[src/rtl/video_pkg.sv]
// Shared types for the video timing monitor and other sink-side video blocks.
package video_pkg;

    localparam int COORD_WIDTH_DEF = 12;

    typedef enum logic [1:0] {SEARCH, MEASURE, VERIFY, LOCKED} mon_state_t;

    // Line/frame geometry, held at the default coordinate width.
    typedef struct packed {
        logic [COORD_WIDTH_DEF-1:0] h_total;
        logic [COORD_WIDTH_DEF-1:0] v_total;
        logic [COORD_WIDTH_DEF-1:0] h_active;
        logic [COORD_WIDTH_DEF-1:0] v_active;
    } geom_t;

endpackage

[src/rtl/video_checksum.sv]
// Rotate-xor accumulator over 24-bit pixels with frame clear and result capture.
module video_checksum (
    input  logic        pixel_clock,
    input  logic        reset_n,
    input  logic        clear,
    input  logic        enable,
    input  logic [23:0] data,
    input  logic        capture,
    output logic [31:0] checksum
);

    logic [31:0] acc;
    logic [31:0] base;

    // Clear applies before the same-cycle pixel, so that pixel opens the new frame.
    always_comb base = clear ? '0 : acc;

    // Fold enabled pixels into the accumulator; capture samples the pre-clear value.
    always_ff @(posedge pixel_clock or negedge reset_n) begin
        if (!reset_n) begin
            acc      <= '0;
            checksum <= '0;
        end else begin
            acc <= enable ? ({base[30:0], base[31]} ^ {8'h00, data}) : base;
            if (capture) checksum <= acc;
        end
    end

endmodule

[src/rtl/video_timing_monitor.sv]
// Sink-side timing monitor: pixel coordinates, geometry measurement, lock and frame checksum.
module video_timing_monitor
    import video_pkg::*;
#(
    parameter int COORD_WIDTH = COORD_WIDTH_DEF,
    parameter int MAX_LINES   = 2047
) (
    input  logic                   pixel_clock,
    input  logic                   reset_n,
    input  logic [23:0]            video_rgb,
    input  logic                   video_enable,
    input  logic                   video_vsync,
    input  logic                   video_hsync,
    output logic [COORD_WIDTH-1:0] pixel_x,
    output logic [COORD_WIDTH-1:0] pixel_y,
    output logic [23:0]            pixel_rgb,
    output logic                   pixel_valid,
    output logic [COORD_WIDTH-1:0] h_total,
    output logic [COORD_WIDTH-1:0] v_total,
    output logic [COORD_WIDTH-1:0] h_active,
    output logic [COORD_WIDTH-1:0] v_active,
    output logic [31:0]            frame_checksum,
    output logic                   checksum_valid,
    output logic                   locked,
    output logic                   timing_error
);

    localparam logic [COORD_WIDTH-1:0] CNT_MAX    = '1;
    localparam logic [COORD_WIDTH-1:0] CNT_ONE    = COORD_WIDTH'(1);
    localparam logic [COORD_WIDTH-1:0] LINE_LIMIT = COORD_WIDTH'(MAX_LINES - 1);

    mon_state_t state, state_nxt;
    geom_t      geom_q, cand;

    logic [COORD_WIDTH-1:0] clk_in_line, line_cnt, act_lines, line_en_cnt;
    logic [COORD_WIDTH-1:0] first_h_act, last_clk, prev_clk;
    logic                   line_has_en, first_done, clk_ok, prev_ok, mismatch;

    logic                   line_start, close_active, act_len_bad, meas, clk_bad;
    logic                   frame_bad, ovf, has_base, latch, err, capture;
    logic                   sat_clk, sat_line, sat_en, sat_act, sat_now;
    logic [COORD_WIDTH-1:0] en_base, act_base, clk_nxt, line_nxt, en_nxt, act_nxt, h_act_cand;

    // Boundary decode and saturating next values; the line closing this cycle is judged before clearing.
    always_comb begin
        line_start   = video_vsync | video_hsync;
        close_active = line_start & line_has_en;
        act_len_bad  = close_active & first_done & (line_en_cnt != first_h_act);
        meas         = video_hsync & ~video_vsync & clk_ok;
        clk_bad      = meas & prev_ok & (clk_in_line != prev_clk);
        frame_bad    = mismatch | act_len_bad;
        ovf          = video_hsync & ~video_vsync & (line_cnt == LINE_LIMIT);

        en_base  = line_start ? '0 : line_en_cnt;
        act_base = video_vsync ? '0 : act_lines;
        has_base = ~line_start & line_has_en;

        sat_clk  = ~line_start & (clk_in_line == CNT_MAX);
        sat_line = video_hsync & ~video_vsync & (line_cnt == CNT_MAX);
        sat_en   = video_enable & (en_base == CNT_MAX);
        sat_act  = video_enable & ~has_base & (act_base == CNT_MAX);
        sat_now  = sat_clk | sat_line | sat_en | sat_act;

        clk_nxt  = line_start ? CNT_ONE : (sat_clk ? clk_in_line : clk_in_line + CNT_ONE);
        if (video_vsync)
            line_nxt = video_hsync ? CNT_ONE : '0;
        else
            line_nxt = (video_hsync & ~sat_line) ? line_cnt + CNT_ONE : line_cnt;
        en_nxt   = (video_enable & ~sat_en) ? en_base + CNT_ONE : en_base;
        act_nxt  = (video_enable & ~has_base & ~sat_act) ? act_base + CNT_ONE : act_base;

        h_act_cand = first_done ? first_h_act : (close_active ? line_en_cnt : '0);
        cand.h_total  = COORD_WIDTH_DEF'(last_clk);
        cand.v_total  = COORD_WIDTH_DEF'(line_cnt);
        cand.h_active = COORD_WIDTH_DEF'(h_act_cand);
        cand.v_active = COORD_WIDTH_DEF'(act_lines);
    end

    // Lock state machine: runaway line count wins, otherwise decisions happen at vsync.
    always_comb begin
        state_nxt = state;
        latch     = 1'b0;
        err       = 1'b0;
        if (ovf) begin
            state_nxt = SEARCH;
        end else if (video_vsync) begin
            case (state)
                SEARCH:  state_nxt = MEASURE;
                MEASURE: begin
                    latch     = 1'b1;
                    state_nxt = VERIFY;
                end
                VERIFY: begin
                    latch     = 1'b1;
                    state_nxt = ((cand == geom_q) && !frame_bad) ? LOCKED : VERIFY;
                end
                LOCKED: begin
                    if ((cand != geom_q) || frame_bad) begin
                        latch     = 1'b1;
                        err       = 1'b1;
                        state_nxt = VERIFY;
                    end
                end
                default: state_nxt = SEARCH;
            endcase
        end
        capture = video_vsync & (state != SEARCH);
    end

    // State register.
    always_ff @(posedge pixel_clock or negedge reset_n) begin
        if (!reset_n) state <= SEARCH;
        else          state <= state_nxt;
    end

    // Running line/frame counters and mismatch tracking, all cleared by vsync.
    always_ff @(posedge pixel_clock or negedge reset_n) begin
        if (!reset_n) begin
            clk_in_line <= '0;
            line_cnt    <= '0;
            act_lines   <= '0;
            line_en_cnt <= '0;
            first_h_act <= '0;
            last_clk    <= '0;
            prev_clk    <= '0;
            line_has_en <= 1'b0;
            first_done  <= 1'b0;
            clk_ok      <= 1'b0;
            prev_ok     <= 1'b0;
            mismatch    <= 1'b0;
        end else begin
            clk_in_line <= clk_nxt;
            line_cnt    <= line_nxt;
            act_lines   <= act_nxt;
            line_en_cnt <= en_nxt;
            line_has_en <= video_enable | has_base;
            clk_ok      <= video_hsync | (~video_vsync & clk_ok);
            if (video_vsync) begin
                first_h_act <= '0;
                first_done  <= 1'b0;
                last_clk    <= '0;
                prev_clk    <= '0;
                prev_ok     <= 1'b0;
                mismatch    <= 1'b0;
            end else begin
                if (close_active & ~first_done) first_h_act <= line_en_cnt;
                first_done <= first_done | close_active;
                if (meas) begin
                    last_clk <= clk_in_line;
                    prev_clk <= clk_in_line;
                    prev_ok  <= 1'b1;
                end
                mismatch <= mismatch | act_len_bad | clk_bad | sat_now;
            end
        end
    end

    // Registered pixel path, latched geometry and status pulses.
    always_ff @(posedge pixel_clock or negedge reset_n) begin
        if (!reset_n) begin
            pixel_x        <= '0;
            pixel_y        <= '0;
            pixel_rgb      <= '0;
            pixel_valid    <= 1'b0;
            geom_q         <= '0;
            checksum_valid <= 1'b0;
            locked         <= 1'b0;
            timing_error   <= 1'b0;
        end else begin
            pixel_rgb   <= video_rgb;
            pixel_valid <= video_enable;
            if (video_enable) begin
                pixel_x <= en_base;
                pixel_y <= has_base ? act_base - CNT_ONE : act_base;
            end
            if (latch) geom_q <= cand;
            checksum_valid <= capture;
            locked         <= (state_nxt == LOCKED);
            timing_error   <= err;
        end
    end

    assign h_total  = COORD_WIDTH'(geom_q.h_total);
    assign v_total  = COORD_WIDTH'(geom_q.v_total);
    assign h_active = COORD_WIDTH'(geom_q.h_active);
    assign v_active = COORD_WIDTH'(geom_q.v_active);

    video_checksum u_checksum (
        .pixel_clock (pixel_clock),
        .reset_n     (reset_n),
        .clear       (video_vsync),
        .enable      (video_enable),
        .data        (video_rgb),
        .capture     (capture),
        .checksum    (frame_checksum)
    );

endmodule

[config.mk]
export PLATFORM = sky130hd
export DESIGN_NAME = video_timing_monitor
export DESIGN_NICKNAME = d
export VERILOG_FILES = /design/src/rtl/video_pkg.sv /design/src/rtl/video_checksum.sv /design/src/rtl/video_timing_monitor.sv
export SDC_FILE = /design/constraint.sdc
export NUM_CORES = 1
export LEC_CHECK = 0
export CAP_MARGIN = 0
export CORE_UTILIZATION = 45
export DETAILED_ROUTE_END_ITERATION = 10
export PLACE_DENSITY = 0.79
export SLEW_MARGIN = 10
export SYNTH_ARGS = -nofsm -noshare
export SYNTH_HDL_FRONTEND = slang
export SYNTH_SLANG_ARGS = --single-unit
[constraint.sdc]
create_clock -name pixel_clock -period 3.3 [get_ports pixel_clock]
set_input_delay 0.66 -clock pixel_clock [delete_from_list [all_inputs] [get_ports pixel_clock]]
set_output_delay 0.66 -clock pixel_clock [all_outputs]
set_load 0.1 [all_outputs]
# --- Word-level counts from Yosys, hierarchy flattened ---
# Cells that the tools add are included.
classes:
  muxes: 34
  reduce_logical: 9
  n_eq_ne: 14
  bitwise_logic: 38
  addsub: 5
op_table:
  columns: ["operator", "count"]
  rows:
  - ["$mux W12", 15]
  - ["$mux W32", 2]
  - ["$add A12 B1 Y12 const B", 4]
  - ["$eq A12 B12 Y1 const B", 4]
  - ["$eq A48 B48 Y1", 1]
  - ["$ne A48 B48 Y1", 1]
  - ["$xor A32 B24 Y32", 1]
  - ["$ne A12 B12 Y1", 2]
  - ["$and A1 B1 Y1", 20]
  - ["$eq A12 B11 Y1 const B", 1]
  - ["$mux W1", 12]
  - ["$sub A12 B1 Y12 const B", 1]
  - ["$or A1 B1 Y1", 10]
  - ["$pmux W2 S4", 1]
  - ["$reduce_bool A2 Y1", 4]
  - ["$not A1 Y1", 7]
  - ["$eq A2 B2 Y1 const B", 3]
  - ["$mux W2", 3]
  - ["$eq A2 B1 Y1 const B", 1]
  - ["$logic_not A2 Y1", 1]
  - ["$ne A2 B2 Y1 const B", 1]
  - ["$pmux W1 S2", 1]
  - ["$reduce_or A2 Y1", 1]
  - ["$logic_and A1 B1 Y1", 1]
  - ["other kinds (2)", 2]
word_totals:
  elab_cells: 125
  register_bits: 243
  input_bits: 29
  out_inout_bits: 132

# --- Depth between registers and ports, before layout ---
depth:
  depth_word: 12
  depth_mapped: 14
  mapped_depth_nobuf: 11

# --- Cells and area by module ---
# A second synthesis with hierarchy kept.
unflattened:
  cells_unflattened: 1057
  area_unflattened_um2: 11442.2
modules_own_cells:
  columns: ["module", "seq_area_each_um2", "instances", "area_each_um2", "cells_each"]
  rows:
  - ["video_timing_monitor", 4479.3, 1, 8590.7, 807]
  - ["video_checksum", 1601.5, 1, 2851.5, 250]

# --- Least setup slack after synthesis ---
# Ideal clock, no wire load.
synth_path:
  kind: "input-to-reg"
  startpoint: "in video_hsync"
  endpoint: "reg line_en_cnt[11]"
  arrival_time_ns: 3.285
  cell_stages: 14
  setup_slack_ns: -0.104
  required_ns: 3.181
  path_buffers: 4
  setup_time_ns: 0.119
  cell_sequence: "buf_2 > or2_1 > buf_2 > buf_1 > nor2_1 > ha_1 > nand2_1 > or4_1 > o21a_1 > clkbuf_1 > nor4b_1 > nand4_1 > xnor2_1 > and2_1"
synth_via:
  elab_chain_len: 7
  elab_cells_between_ends: 8
  cone_classes: "add/sub (1); eq/ne (1); mux (2); bitwise (4)"
synth_rtl:
  columns: ["element", "line", "text"]
  rows:
  - ["start: declaration", "video_timing_monitor.sv:13", "input logic video_hsync,"]
  - ["$or A1 B1 Y1 (*)", "video_timing_monitor.sv:46", "line_start = video_vsync | video_hsync;"]
  - ["$mux W12 (*)", "video_timing_monitor.sv:54", "en_base = line_start ? '0 : line_en_cnt;"]
  - ["named net en_base[1]", "video_timing_monitor.sv:42", "logic [COORD_WIDTH-1:0] en_base, act_base, clk_nxt, line_nxt, en_nxt, act_nxt, h_act_cand;"]
  - ["branches (longest 4 deep; another with $add A12 B1 Y12)", null, null]
  - ["$mux W12 (*)", "video_timing_monitor.sv:69", "en_nxt = (video_enable & ~sat_en) ? en_base + CNT_ONE : en_base;"]
  - ["named net en_nxt[11]", "video_timing_monitor.sv:42", null]
  - ["end signal: assignment", "video_timing_monitor.sv:135", "line_en_cnt <= en_nxt;"]
  - ["end: declaration", "video_timing_monitor.sv:35", "logic [COORD_WIDTH-1:0] clk_in_line, line_cnt, act_lines, line_en_cnt;"]
# Mark *: on every way through the listed nets, which the timed path passes.
# A chain may end at the register's enable or synchronous reset.

# --- Worst setup path in the final report ---
layout_path:
  startpoint: "in video_hsync"
  endpoint: "reg geom_q (netlist bit h_total[7])"
layout_via:
  elab_chain_len: 10
  elab_cells_between_ends: 15
  cone_classes: "eq/ne (1); mux (6); bitwise (7); reduce/logical (1)"
layout_rtl:
  columns: ["element", "line", "text"]
  rows:
  - ["$or A1 B1 Y1", "video_timing_monitor.sv:46", null]
  - ["$and A1 B1 Y1", "video_timing_monitor.sv:47", "close_active = line_start & line_has_en;"]
  - ["$mux W12 or $and A1 B1 Y1 (tied branches) (2 in a row)", "video_timing_monitor.sv:72, video_timing_monitor.sv:48", null]
  - ["$ne A48 B48 Y1 or $or A1 B1 Y1 (tied branches)", "video_timing_monitor.sv:98, video_timing_monitor.sv:51", null]
  - ["$logic_or A1 B1 Y1", "video_timing_monitor.sv:98", "if ((cand != geom_q) || frame_bad) begin"]
  - ["$mux W1", "video_timing_monitor.sv:98", null]
  - ["$pmux W1 S2", "video_timing_monitor.sv:87", "case (state)"]
  - ["$mux W1", "video_timing_monitor.sv:86", "end else if (video_vsync) begin"]
  - ["$mux W1 (*)", "video_timing_monitor.sv:84", "if (ovf) begin"]
  - ["end signal: assignment", "video_timing_monitor.sv:176", "if (latch) geom_q <= cand;"]
  - ["end: declaration", "video_timing_monitor.sv:33", "geom_t geom_q, cand;"]
# Every way passes the cells marked *; elsewhere a longest branch is shown, timed or not.

==> run metrics <==
Setup CP Type primary input to flop; Max-slew headroom 0.4777; critical path cell sequence clkdlybuf4s50_1, o21ai_2, o311ai_0, nand2_1, a221o_1, or4_1, buf_4, nor3_2, buf_12, a221o_1; detailed-route DRC error count 0; critical path buffer and inverter count 3; Clock Latency Late Sink 0.53 ns; most frequent CP cell a221o_1; max_cap viols 0; most frequent cells in the layout dfrtp_1, buf_4, nand2_1; drt pass-1 iters 5; Fin. Hold Viols 0; Tmin final 3.007 ns; Synth warnings 0; P&R area growth vs syn 23.72%; routed via count 9,849; synth unique cells 61; slowest stage cell, crit path clkdlybuf4s50_1; Routed WL per cell 18.59 µm; CP peak stage delay 0.59 ns; met3 wire len 1598 µm; Die Y 163.9 µm; DP Cell Count 1,666; Num CTS Buffers 27; clock transition at the registers of the reported paths 0.06 ns; Rows 58; Finished Cell Area 14,600 µm²; skew final 0.01316 ns; Min-Delay Path Class primary input to asynchronous set/reset pin; total grt overflow 0; count of pins over their slew limit 0; DR iter-0 viols 912; layout cells sized above 1 0.1986; Worst Tran Pin Value 0.7775 ns; IO Port Bufs 160; dpl hpwl 21,950 µm; Initial Utilization 0.4632; Gate Count Post-Synth 1,202; Cell Pwr Density 680.0 nW/µm²; Post-synth top flop dfrtp_1; Die X-Extent 163.9 µm; total setup buffers inserted after CTS 0; EDFF count, synth 0; FF-to-FF setup slack 0.34 ns; ys async rst share 1.000; DRT antenna net count 0; initial antenna violation count 0; CTS resizes 0; cell family with most CP delay buffers and inverters; Antenna diodes 0; Fmax 0.3326 GHz; FILL cells 2,161; commonest non-fill, non-tap cell in the layout dfrtp_1; flops & latches, synth 243; Stages on worst setup path 10; routed wl met2 15,510 µm; vias in the first global route 9,596; area of the multi-input gates 5131 µm²; Reg area 6081 µm²; peak fanout along the critical path 47; Leakage 0.006714 µW; Root Buffer clkbuf_16; unrepaired setup endpoints after global routing no; CP Capture Type flop; CTS tree done; placed cell areas 13,700 µm²; Reg2Reg Launch Point line_cnt[6]$_DFFE_PN0P_; core area 25,470 µm²; reg2reg path depth 9; uppermost routed layer met4; fin crit share 0.9111; vias per inst 5.743; Final WS setup 0.2933 ns; fin cells 1,715; Critical Path RT 3.77 ns; wl on met1 13,770 µm; nets 1,402; Startpoint Class primary input; Synthesized Nets 1,239; Post-Place Setup Slack -0.2144 ns; Clock Sinks 243; CTS max path bufs 3; htree depth 1; Peak supply drop 0.6501 mV; Seq/Total Area, Yosys 0.5154; synthesized area 11,800 µm²; die area 26,870 µm²; first-pass GRT wire length 50,760 µm; # setup viols final 0; Hold-fix buffers, CTS 0; IO Count 161; Critical Path Source video_hsync; run status finished, final reports clean; RR Endpoint h_total[7]$_DFFE_PN0P_; mean area per synthesized cell 9.816 µm²; gpl congestion 0.8969; GR Util All Layers 0.2371; Arr. time, crit path 3.48 ns; WL final 31,890 µm; largest net degree at the start of global routing 82
-- worst register-to-register path, delay by kind of cell (launching register included) --
family	cells	cell delay (ns)
simple gates	4	1.37
buf+inv	3	0.69
xor+xnor	1	0.17
compound gates	1	0.22
flops	1	0.45
-- registers in the layout (all words and copies together) (netlist names), 2 cells and up --
name,cells
h_total,12
clk_in_line,12
line_en_cnt,12
h_active,12
state,2
pixel_x,12
pixel_y,12
first_h_act,12
u_checksum.acc,32
prev_clk,12
act_lines,12
u_checksum.checksum,32
pixel_rgb,24
v_total,12
line_cnt,12
v_active,12
-- how the worst max path moves through the flow --
stage | to | slack [ns]
after floorplan | line_en_cnt[11]$_DFF_PN0_ | 0.07
after global placement | h_active[0]$_DFFE_PN0P_ | -0.15
after detailed placement | h_total[1]$_DFFE_PN0P_ | -0.21
after CTS | h_total[1]$_DFFE_PN0P_ | 0.34
after global routing | v_total[6]$_DFFE_PN0P_ | 0.14
final | h_total[7]$_DFFE_PN0P_ | 0.29
-- kinds of logic (layout without fill, tap and decap cells) --
kind of cell / Yosys count / after routing / share of synthesized area
xor+xnor: 100 / 100 / 0.07423
fa+ha+maj: 8 / 8 / 0.008484
simple gates: 387 / 387 / 0.1548
compound gates: 300 / 300 / 0.1838
flops: 243 / 243 / 0.5154
mux: 13 / 13 / 0.01145
buf+inv: 151 / 334 / 0.05186
-- through the flow --
stage                     setup TNS (ns)  total power, µW  utilization  hold WS (ns)
after floorplan                        0             5964            -        0.3644
after global placement            -6.434             6841       0.5377        0.4620
after detailed placement          -9.096             6897       0.5377        0.4644
after CTS                              0             9962       0.5731       0.06446
after global routing                   0            10250       0.5731       0.07858
final                                  0             9926       0.5731       0.04870
-- cell usage after synthesis, types with 5 or more instances --
library cell    n  area share
dfrtp_1       243        0.52
nand2_1       145       0.046
clkbuf_1       73       0.023
nor2_1         72       0.023
a21oi_1        60       0.025
xnor2_1        53       0.039
inv_1          51       0.016
xor2_1         47       0.035
o21ai_0        43       0.018
a221o_1        38       0.032
a22o_1         38       0.028
nand3_1        37       0.016
nor3_1         34       0.014
o21ai_1        30       0.013
o211ai_1       24       0.015
nand4_1        23       0.012
nor2b_1        15      0.0080
nor4_1         14      0.0074
a22oi_1        12      0.0076
a221oi_2        9       0.011
buf_2           9      0.0038
mux2i_1         9      0.0076
or3_1           9      0.0048
and3_1          8      0.0042
ha_1            8      0.0085
buf_1           7      0.0022
and2_1          6      0.0032
a32o_1          5      0.0042
inv_2           5      0.0016
nand2b_1        5      0.0027
-- cell type report --
cell class | count | area share
inverter | 56 | 0.01440
clock inverter | 11 | 0.009857
sequential | 243 | 0.4166
clock buffer | 38 | 0.05186
multi-input combinational | 808 | 0.3515
timing repair buffer | 229 | 0.1275
tap | 330 | 0.02828
-- per-layer routing --
layer,up-vias,GRT usage
met5,-,0
met4,0,0.08081
met3,69,0.03056
met2,283,0.3866
met1,4913,0.3261
li1,4584,-
-- power by group --
group	switching (µW)	internal, µW	total, µW
clock network	1230	1830	3070
logic	2540	776	3310
registers	292	3260	3550
total	4060	5870	9930
Power figures use the tool's default switching activity.
